`src/rtl/memory_read_ctrl_if.sv`:
```
// Packet-memory block layout shared by the egress path, and the bundled ports of
// memory_read_ctrl (descriptor, memory read, byte stream, free-list return, error).
package mem_pkg;
  localparam int ADDR_W        = 15;
  localparam int BLOCK_BYTES   = 64;
  localparam int PAYLOAD_BYTES = 62;
  localparam int BLOCK_BITS    = BLOCK_BYTES * 8;

  typedef struct packed {
    logic              eop;
    logic [ADDR_W-1:0] next_idx;
  } footer_t;
endpackage

interface memory_read_ctrl_if #(parameter int LEN_W = 16);
  import mem_pkg::*;

  logic                  desc_valid_i;
  logic                  desc_ready_o;
  logic [ADDR_W-1:0]     desc_head_idx_i;
  logic [LEN_W-1:0]      desc_len_i;
  logic                  mem_ready_i;
  logic                  mem_re_o;
  logic [ADDR_W-1:0]     mem_addr_o;
  logic                  mem_rvalid_i;
  logic [BLOCK_BITS-1:0] mem_rdata_i;
  logic [7:0]            data_o;
  logic                  data_valid_o;
  logic                  data_begin_o;
  logic                  data_end_o;
  logic                  data_ready_i;
  logic                  fl_free_req_o;
  logic [ADDR_W-1:0]     fl_free_block_idx_o;
  logic                  fl_free_gnt_i;
  logic                  err_o;

  // Controller side
  modport slave (
    input  desc_valid_i, desc_head_idx_i, desc_len_i,
    input  mem_ready_i, mem_rvalid_i, mem_rdata_i,
    input  data_ready_i, fl_free_gnt_i,
    output desc_ready_o, mem_re_o, mem_addr_o,
    output data_o, data_valid_o, data_begin_o, data_end_o,
    output fl_free_req_o, fl_free_block_idx_o, err_o
  );

  // Environment side (descriptor source, memory, TX sink, free list)
  modport master (
    output desc_valid_i, desc_head_idx_i, desc_len_i,
    output mem_ready_i, mem_rvalid_i, mem_rdata_i,
    output data_ready_i, fl_free_gnt_i,
    input  desc_ready_o, mem_re_o, mem_addr_o,
    input  data_o, data_valid_o, data_begin_o, data_end_o,
    input  fl_free_req_o, fl_free_block_idx_o, err_o
  );
endinterface

```
`src/rtl/memory_read_ctrl.sv`:
```
// Egress read controller: walks a frame's linked block chain, streams the payload
// one byte per beat to the TX MAC and hands each drained block back to the free list.
module memory_read_ctrl
  import mem_pkg::*;
#(
  parameter int LEN_W = 16
) (
  input  logic              clk,
  input  logic              rst_n,
  memory_read_ctrl_if.slave bus
);

  localparam int PL_BITS = PAYLOAD_BYTES * 8;

  typedef enum logic [2:0] {S_IDLE, S_REQ, S_WAIT, S_STREAM, S_FREE} state_t;

  state_t             state_q, state_d;
  logic [ADDR_W-1:0]  cur_idx_q, cur_idx_d;
  logic [ADDR_W-1:0]  next_idx_q, next_idx_d;
  logic [LEN_W-1:0]   remaining_q, remaining_d;
  logic [PL_BITS-1:0] payload_q, payload_d;
  logic [5:0]         blk_bytes_q, blk_bytes_d;
  logic [5:0]         k_q, k_d;
  logic               first_q, first_d;
  logic               err_q, err_d;
  logic               ready_en_q, ready_en_d;

  footer_t            footer;
  logic               more_blocks;
  logic [8:0]         byte_lo;

  always_ff @(posedge clk or negedge rst_n) begin
    if (!rst_n) begin
      state_q     <= S_IDLE;
      cur_idx_q   <= '0;
      next_idx_q  <= '0;
      remaining_q <= '0;
      payload_q   <= '0;
      blk_bytes_q <= '0;
      k_q         <= '0;
      first_q     <= 1'b0;
      err_q       <= 1'b0;
      ready_en_q  <= 1'b0;
    end else begin
      state_q     <= state_d;
      cur_idx_q   <= cur_idx_d;
      next_idx_q  <= next_idx_d;
      remaining_q <= remaining_d;
      payload_q   <= payload_d;
      blk_bytes_q <= blk_bytes_d;
      k_q         <= k_d;
      first_q     <= first_d;
      err_q       <= err_d;
      ready_en_q  <= ready_en_d;
    end
  end

  always_comb begin
    state_d     = state_q;
    cur_idx_d   = cur_idx_q;
    next_idx_d  = next_idx_q;
    remaining_d = remaining_q;
    payload_d   = payload_q;
    blk_bytes_d = blk_bytes_q;
    k_d         = k_q;
    first_d     = first_q;
    err_d       = 1'b0;
    ready_en_d  = 1'b1;
    footer      = footer_t'(bus.mem_rdata_i[15:0]);
    more_blocks = remaining_q > LEN_W'(PAYLOAD_BYTES);

    // Read data nobody asked for is dropped but flagged.
    if (bus.mem_rvalid_i && state_q != S_WAIT) err_d = 1'b1;

    case (state_q)
      S_IDLE: begin
        if (bus.desc_valid_i && ready_en_q) begin
          if (bus.desc_len_i == '0) begin
            err_d = 1'b1;
          end else begin
            cur_idx_d   = bus.desc_head_idx_i;
            remaining_d = bus.desc_len_i;
            first_d     = 1'b1;
            state_d     = S_REQ;
          end
        end
      end
      S_REQ: begin
        if (bus.mem_ready_i) state_d = S_WAIT;
      end
      S_WAIT: begin
        if (bus.mem_rvalid_i) begin
          payload_d   = bus.mem_rdata_i[BLOCK_BITS-1:16];
          next_idx_d  = footer.next_idx;
          blk_bytes_d = more_blocks ? 6'(PAYLOAD_BYTES) : remaining_q[5:0];
          k_d         = '0;
          // The length decides the chain walk; eop is only cross-checked against it.
          if (footer.eop == more_blocks) err_d = 1'b1;
          state_d     = S_STREAM;
        end
      end
      S_STREAM: begin
        if (bus.data_ready_i) begin
          remaining_d = remaining_q - LEN_W'(1);
          k_d         = k_q + 6'd1;
          if (k_q == blk_bytes_q - 6'd1) begin
            first_d = 1'b0;
            state_d = S_FREE;
          end
        end
      end
      S_FREE: begin
        if (bus.fl_free_gnt_i) begin
          if (remaining_q == '0) begin
            state_d = S_IDLE;
          end else begin
            cur_idx_d = next_idx_q;
            state_d   = S_REQ;
          end
        end
      end
      default: state_d = S_IDLE;
    endcase
  end

  always_comb begin
    bus.desc_ready_o        = (state_q == S_IDLE) && ready_en_q;
    bus.mem_re_o            = (state_q == S_REQ) && bus.mem_ready_i;
    bus.mem_addr_o          = (state_q == S_REQ) ? cur_idx_q : '0;
    bus.data_valid_o        = (state_q == S_STREAM);
    bus.data_o              = '0;
    bus.data_begin_o        = 1'b0;
    bus.data_end_o          = 1'b0;
    bus.fl_free_req_o       = (state_q == S_FREE);
    bus.fl_free_block_idx_o = (state_q == S_FREE) ? cur_idx_q : '0;
    bus.err_o               = err_q;
    // Bytes leave from the top of the block's valid region; a short final block
    // is right-aligned, so counting down from blk_bytes covers both cases.
    byte_lo = {6'(blk_bytes_q - 6'd1 - k_q), 3'b000};
    if (state_q == S_STREAM) begin
      bus.data_o       = payload_q[byte_lo +: 8];
      bus.data_begin_o = first_q && (k_q == '0);
      bus.data_end_o   = (remaining_q == LEN_W'(1));
    end
  end

endmodule
```
`src/flat_wrapper.sv`:
```
// flat-port wrapper written by rule: the top's interface ports become plain ports
module memory_read_ctrl_flat import mem_pkg::*;
#(
  parameter int LEN_W = 16
)
  (clk, rst_n, bus_desc_valid_i, bus_desc_head_idx_i, bus_desc_len_i, bus_mem_ready_i, bus_mem_rvalid_i, bus_mem_rdata_i, bus_data_ready_i, bus_fl_free_gnt_i, bus_desc_ready_o, bus_mem_re_o, bus_mem_addr_o, bus_data_o, bus_data_valid_o, bus_data_begin_o, bus_data_end_o, bus_fl_free_req_o, bus_fl_free_block_idx_o, bus_err_o);
  memory_read_ctrl_if #(.LEN_W(LEN_W)) bus_i ();
  input  logic clk;
  input  logic rst_n;
  input wire logic [$bits(bus_i.desc_valid_i)-1:0] bus_desc_valid_i;
  input wire logic [$bits(bus_i.desc_head_idx_i)-1:0] bus_desc_head_idx_i;
  input wire logic [$bits(bus_i.desc_len_i)-1:0] bus_desc_len_i;
  input wire logic [$bits(bus_i.mem_ready_i)-1:0] bus_mem_ready_i;
  input wire logic [$bits(bus_i.mem_rvalid_i)-1:0] bus_mem_rvalid_i;
  input wire logic [$bits(bus_i.mem_rdata_i)-1:0] bus_mem_rdata_i;
  input wire logic [$bits(bus_i.data_ready_i)-1:0] bus_data_ready_i;
  input wire logic [$bits(bus_i.fl_free_gnt_i)-1:0] bus_fl_free_gnt_i;
  output wire logic [$bits(bus_i.desc_ready_o)-1:0] bus_desc_ready_o;
  output wire logic [$bits(bus_i.mem_re_o)-1:0] bus_mem_re_o;
  output wire logic [$bits(bus_i.mem_addr_o)-1:0] bus_mem_addr_o;
  output wire logic [$bits(bus_i.data_o)-1:0] bus_data_o;
  output wire logic [$bits(bus_i.data_valid_o)-1:0] bus_data_valid_o;
  output wire logic [$bits(bus_i.data_begin_o)-1:0] bus_data_begin_o;
  output wire logic [$bits(bus_i.data_end_o)-1:0] bus_data_end_o;
  output wire logic [$bits(bus_i.fl_free_req_o)-1:0] bus_fl_free_req_o;
  output wire logic [$bits(bus_i.fl_free_block_idx_o)-1:0] bus_fl_free_block_idx_o;
  output wire logic [$bits(bus_i.err_o)-1:0] bus_err_o;
  assign bus_i.desc_valid_i = bus_desc_valid_i;
  assign bus_i.desc_head_idx_i = bus_desc_head_idx_i;
  assign bus_i.desc_len_i = bus_desc_len_i;
  assign bus_i.mem_ready_i = bus_mem_ready_i;
  assign bus_i.mem_rvalid_i = bus_mem_rvalid_i;
  assign bus_i.mem_rdata_i = bus_mem_rdata_i;
  assign bus_i.data_ready_i = bus_data_ready_i;
  assign bus_i.fl_free_gnt_i = bus_fl_free_gnt_i;
  assign bus_desc_ready_o = bus_i.desc_ready_o;
  assign bus_mem_re_o = bus_i.mem_re_o;
  assign bus_mem_addr_o = bus_i.mem_addr_o;
  assign bus_data_o = bus_i.data_o;
  assign bus_data_valid_o = bus_i.data_valid_o;
  assign bus_data_begin_o = bus_i.data_begin_o;
  assign bus_data_end_o = bus_i.data_end_o;
  assign bus_fl_free_req_o = bus_i.fl_free_req_o;
  assign bus_fl_free_block_idx_o = bus_i.fl_free_block_idx_o;
  assign bus_err_o = bus_i.err_o;
  memory_read_ctrl #(.LEN_W(LEN_W)) u_core (.clk(clk), .rst_n(rst_n), .bus(bus_i));
endmodule
```
`config.mk`:
```
export PLATFORM = sky130hd
export DESIGN_NAME = memory_read_ctrl_flat
export DESIGN_NICKNAME = d
export VERILOG_FILES = /design/src/rtl/memory_read_ctrl_if.sv /design/src/rtl/memory_read_ctrl.sv /design/src/flat_wrapper.sv
export SDC_FILE = /design/constraint.sdc
export NUM_CORES = 1
export LEC_CHECK = 0
export BUFFER_PORTS_ARGS = -buffer_cell sky130_fd_sc_hd__buf_2
export CORE_ASPECT_RATIO = 2
export CORE_MARGIN = 5
export CORE_UTILIZATION = 46
export DETAILED_ROUTE_END_ITERATION = 10
export MAX_ROUTING_LAYER = met4
export PLACE_DENSITY = 0.76
export SLEW_MARGIN = 20
export SYNTH_ARGS = -nofsm -noshare
export SYNTH_HDL_FRONTEND = slang
export SYNTH_SLANG_ARGS = --single-unit
```
`constraint.sdc`:
```
create_clock -name clk -period 4.7 [get_ports clk]
set_input_delay 0.94 -clock clk [delete_from_list [all_inputs] [get_ports clk]]
set_output_delay 0.94 -clock clk [all_outputs]
set_load 0.01 [all_outputs]
```
Yosys cells after proc, flatten, opt, wreduce, memory -nomap -nowiden. Index checks and enable logic that the tools add are counted.

Magnitude comparators: 1. Shift-type cells: 1. Mux-type cells: 38. Reductions and logical operators: 18. Add/subtract/negate cells: 4. Eq/ne operators: 16.

Operators by type and width (number): indexed part select 496 x 10 -> 8 bit (1); two-way mux 15 bit (6); two-way mux 16 bit (3); zero test 16 bit (2); one-hot mux 16 bit (2 select lines) (1); one-hot mux 15 bit (2 select lines) (1); two-way mux 3 bit (7); two-way mux 6 bit (3); equality test 16 x 1 -> 1 bit, second input constant (1); > comparator 16 x 6 -> 1 bit, second input constant (1); subtractor 16 x 1 -> 16 bit, second input constant (1); one-hot mux 3 bit (5 select lines) (1); two-way mux 1 bit (12); inequality test 2 bit, second input constant (6); one-hot mux 6 bit (2 select lines) (1); AND reduction 5 bit (2); two-way mux 8 bit (1); AND reduction 7 bit (1); adder 6 x 1 -> 6 bit, second input constant (1); equality test 3 x 2 -> 1 bit, second input constant (2); equality test 6 bit (1); zero test 6 bit (1); nonzero test 2 bit (3); subtractor 6 x 1 -> 6 bit, second input constant (1); other kinds (12) (18).

Output and inout port bits: 45. Word-level logic and storage cells: 88. Input port bits: 550. Register bits: 560.

Depth between registers and ports, before layout.
Depth after elaboration: 6. Depth in mapped cells: 13. Mapped depth without buffers: 11.

Least setup slack after synthesis. Ideal clock, no wire load.

Kind: register to output. From: reg u_core.blk_bytes_q[0]. To: out bus_data_o[6]. Buffers on the path: 3. Cell stages (with the launch flop): 13. Data arrival time: 2.629 ns. Path slack: 1.131 ns. Required time: 3.760 ns. Cell sequence: dfrtp_1 -> inv_1 -> ha_1 -> inv_1 -> fa_1 -> buf_2 -> buf_2 -> clkbuf_1 -> mux4_2 -> inv_1 -> o2111ai_1 -> o311ai_1 -> o22ai_1.

Longest elaborated chain between the ends: 4.

Ends and longest elaborated chain: start: declaration (line memory_read_ctrl.sv:22) `logic [5:0] blk_bytes_q, blk_bytes_d;`; start signal: assignment (line memory_read_ctrl.sv:50) `blk_bytes_q <= blk_bytes_d;`; subtractor 6 x 1 -> 6 bit (line memory_read_ctrl.sv:139) `byte_lo = {6'(blk_bytes_q - 6'd1 - k_q), 3'b000};`; subtractor 6 bit (line memory_read_ctrl.sv:139); indexed part select 496 x 10 -> 8 bit (line memory_read_ctrl.sv:141) `bus.data_o = payload_q[byte_lo +: 8];`; two-way mux 8 bit (line memory_read_ctrl.sv:140) `if (state_q == S_STREAM) begin`; end: declaration (line flat_wrapper.sv:21) `output wire logic [$bits(bus_i.data_o)-1:0] bus_data_o;`.

Every way passes these cells.

Worst setup path after layout. Same ends and word-level chain as after synthesis.

==> results.cfg <==
[outcome]
outcome = finished with violations
violations = negative setup slack

[critical_path]
cp_slowest_stage_delay_ns = 0.90
r2r_start = u_core.blk_bytes_q[0]
reg2reg_slack_ns = -0.13
crit_buf_inv = 6
crit_type = reg2out
startpoint_type = flop
r2r_cells = 36
worstPathCellList = inv_2 -> buf_6 -> ha_4 -> inv_4 -> fa_4 -> buf_16 -> mux4_2 -> mux2i_2 -> buf_4 -> nand2_2 -> a31oi_1 -> o22ai_1 -> buf_4
cp-end-kind = output pin
worstSetupPathDepth = 13
critPathArrivalTime_ns = 3.96
cp_common_cell = buf_4
crit_slowest_cell = fa_4
crit_required_ns = 3.76
r2r-end = u_core.blk_bytes_q[0]
cp_max_fo = 7
critPathTopFamily = adder cells

[pwr]
power_density_nw_per_um2 = 946
peakVddDrop_mv = 0.680
switchingPower_mw = 12.9
leakage_nw = 14.7
pwr-share-comb = 0.585
clockPowerShare = 0.137
seqPwrFrac = 0.278
p_sw_frac = 0.413
p_int_mw = 18.3

[timing]
max-slew-margin-rel = 0.370
whs_ns = 0.386
setup_viol = 9
worstMarginPinSlew_ns = 0.945
setup_slack_ns = -0.199
finalSetupTns_ns = -1.19
skew_ns = 0.0124
report.final.hold_viol_count = 0
layout_min_cycle_time_ns = 4.90
finalCritPeriodShare = 1.04
slew_viol_final = 0
fmaxAchievable_mhz = 204
rsz0062_at_grt = true

[floorplan]
core_area_um2 = 56900
dieArea_um2 = 62500
die_h_um = 349
start_util = 0.463
boundaryPins = 595
rows = 124
die_x_um = 179

[synthesis]
synth_xor_area_frac = 0.00437
synth-adder-area-share = 0.00598
synth_seq_cells = 560
synth_top_area_frac = 0.532
async_reset_ff_frac = 1.00
muxShareOfSynthArea = 0.330
synth_edf_count = 0
yosys.area_share.simple = 0.0560
seq_area_frac_synth = 0.532
synth_top_flop_cell = dfrtp_1
synth_warnings = 0
synth_compound_area_frac = 0.0438
synth.top_cells.by_area = dfrtp_1 (53%), mux2_2 (18%), mux4_2 (9.8%), mux2_1 (4.4%), buf_2 (1.6%)
synth.distinct_cells = 71
yosys.area.top_type = dfrtp_1
avgSynthCellArea_um2 = 14.1
syn_nets = 2428
synth_area_um2 = 26400
synth_top_family_by_area = multiplexers
synthCells = 1866

[finish]
layout.nets = 3051
layout_common_cells = buf_2 (586), dfrtp_1 (560), mux2_2 (411), mux4_2 (115), mux2_1 (102)
register_area_um2 = 14000
fillCellCount = 4544
multiInputGateArea_um2 = 11900
drive_above_1_share = 0.546
area_delta_synth_final_pct = 25.2
final_common_cell = buf_2

[detailed_routing]
drt_iter0_drc = 1163
num_vias = 19100
drc = 0
wl_per_cell_um = 26.8
finalWirelength_um = 89000
first_pass_iters = 5
ant_nets = 0
viasPerCell = 5.75

[run]
cap_violations = 0

[cts]
cts_buffers = 51
clk_pin_slew_ns = 0.06
clk_latency_ns = 0.60
cts_sinks = 560
cts_tree = built
htreeDepth = 2
cts_root_buffer = clkbuf_16
cts-root-to-sink-buffers = 3

[grt]
grt_pass1_vias = 21000
grt_max_degree = 102
grt_usage = 0.289
grt_antenna_before_repair = 27
grt_pass1_wl_um = 130000
gr-total-overflow = 0

[placed_design]
dpl.hpwl_um = 66100
globalplace.congestion = 0.919
numPortBuffers = 594

[worst_hold_path]
min_path_type = in2async
==> power groups by stage <==
stage	logic [mW]	clock network (mW)	registers [mW]
global route	19.4	4.55	8.89
detailed placement	16.0	0	8.72
global placement	15.7	0	8.55
finish	18.3	4.29	8.69
CTS	18.2	4.36	8.64
floorplan	10.3	0	8.00
==> sequential cells by signal, indices dropped and copies added, names as in the netlist <==
register / flops
u_core.ready_en_q: 1
u_core.bus.err_o: 1
u_core.payload_q: 496
u_core.cur_idx_q: 15
u_core.remaining_q: 16
u_core.next_idx_q: 15
u_core.k_q: 6
u_core.first_q: 1
u_core.blk_bytes_q: 6
u_core.state_q: 3
==> final cells by class <==
class	count	area share
well taps	756	0.0286
clock inverters	22	0.00625
inverters	17	0.00201
multi-input cells	1151	0.360
clock buffers	74	0.0458
flip-flops and latches	560	0.424
diodes	28	0.00212
repair buffers	708	0.130
==> cell usage after synthesis (3+ instances only) <==
| library cell | number |
|---|---|
| nand3_1 | 54 |
| xor2_1 | 3 |
| buf_4 | 9 |
| clkbuf_1 | 38 |
| buf_2 | 83 |
| mux2_1 | 102 |
| o21a_1 | 3 |
| inv_1 | 15 |
| nor3_1 | 14 |
| mux2i_1 | 33 |
| ha_1 | 11 |
| or3_1 | 6 |
| buf_1 | 6 |
| and2_1 | 19 |
| xnor2_1 | 7 |
| nor4_1 | 8 |
| dfrtp_1 | 560 |
| o211ai_1 | 3 |
| a21oi_1 | 25 |
| nor2b_1 | 3 |
| o22ai_1 | 13 |
| o32ai_1 | 6 |
| o21ai_0 | 54 |
| a21o_1 | 6 |
| and3_1 | 28 |
| a31oi_1 | 4 |
| nand2_1 | 69 |
| nor2_1 | 41 |
| o21ai_1 | 12 |
| mux2_2 | 412 |
| a211oi_1 | 8 |
| a22oi_1 | 4 |
| o22a_1 | 8 |
| nand4_1 | 29 |
| a211o_1 | 12 |
| mux4_2 | 115 |
==> metrics by stage <==
step / util / cell area (um2) / power, mW / std cells / setup WS, ns
6_report: 0.580 / 33000 / 31.2 / 3316 / -0.199
5_1_grt: 0.580 / 33000 / 32.8 / 3313 / -0.257
4_1_cts: 0.577 / 32900 / 31.2 / 3287 / -0.146
3_5_place_dp: 0.533 / 30300 / 24.7 / 3140 / 0.306
3_3_place_gp: 0.533 / 30300 / 24.2 / 3140 / 0.323
2_1_floorplan: - / 26400 / 18.3 / 1866 / 1.13
==> what timing repair did <==
item / in CTS / in global routing
setup buffers: 43 / 5
pin swaps: 30 / 19
cloned: 8 / 0
hold buffers: 0 / 0
gates resized for setup: 62 / 27
hold endpoints to repair: 0 / 0
endpoints found under the setup margin: 8 / 9
==> cells by family after synthesis <==
kind of cell	count (synthesis)
compound gates	179
xor+xnor	11
fa+ha+maj	12
buf+inv	155
flops	560
mux	662
other cells	1
simple gates	286
==> routing by layer <==
metal	up-vias	share of wire	global-route usage
met5	-	0	-
met2	866	0.52	0.498
met4	0	0.068	0.161
met1	9700	0.34	0.313
met3	238	0.066	0.0507
li1	8253	-	-
==> worst max-delay path by stage <==
stage / from / end / slack (ns)
5_1_grt: u_core.blk_bytes_q[0] / bus_data_o[6] / -0.26
3_3_place_gp: u_core.blk_bytes_q[0] / bus_data_o[6] / 0.32
4_1_cts: u_core.blk_bytes_q[0] / bus_data_o[6] / -0.15
3_5_place_dp: u_core.blk_bytes_q[0] / bus_data_o[6] / 0.31
2_1_floorplan: u_core.blk_bytes_q[0] / bus_data_o[6] / 1.13
6_report: u_core.blk_bytes_q[0] / bus_data_o[6] / -0.20
(Power assumes the default switching activity.)
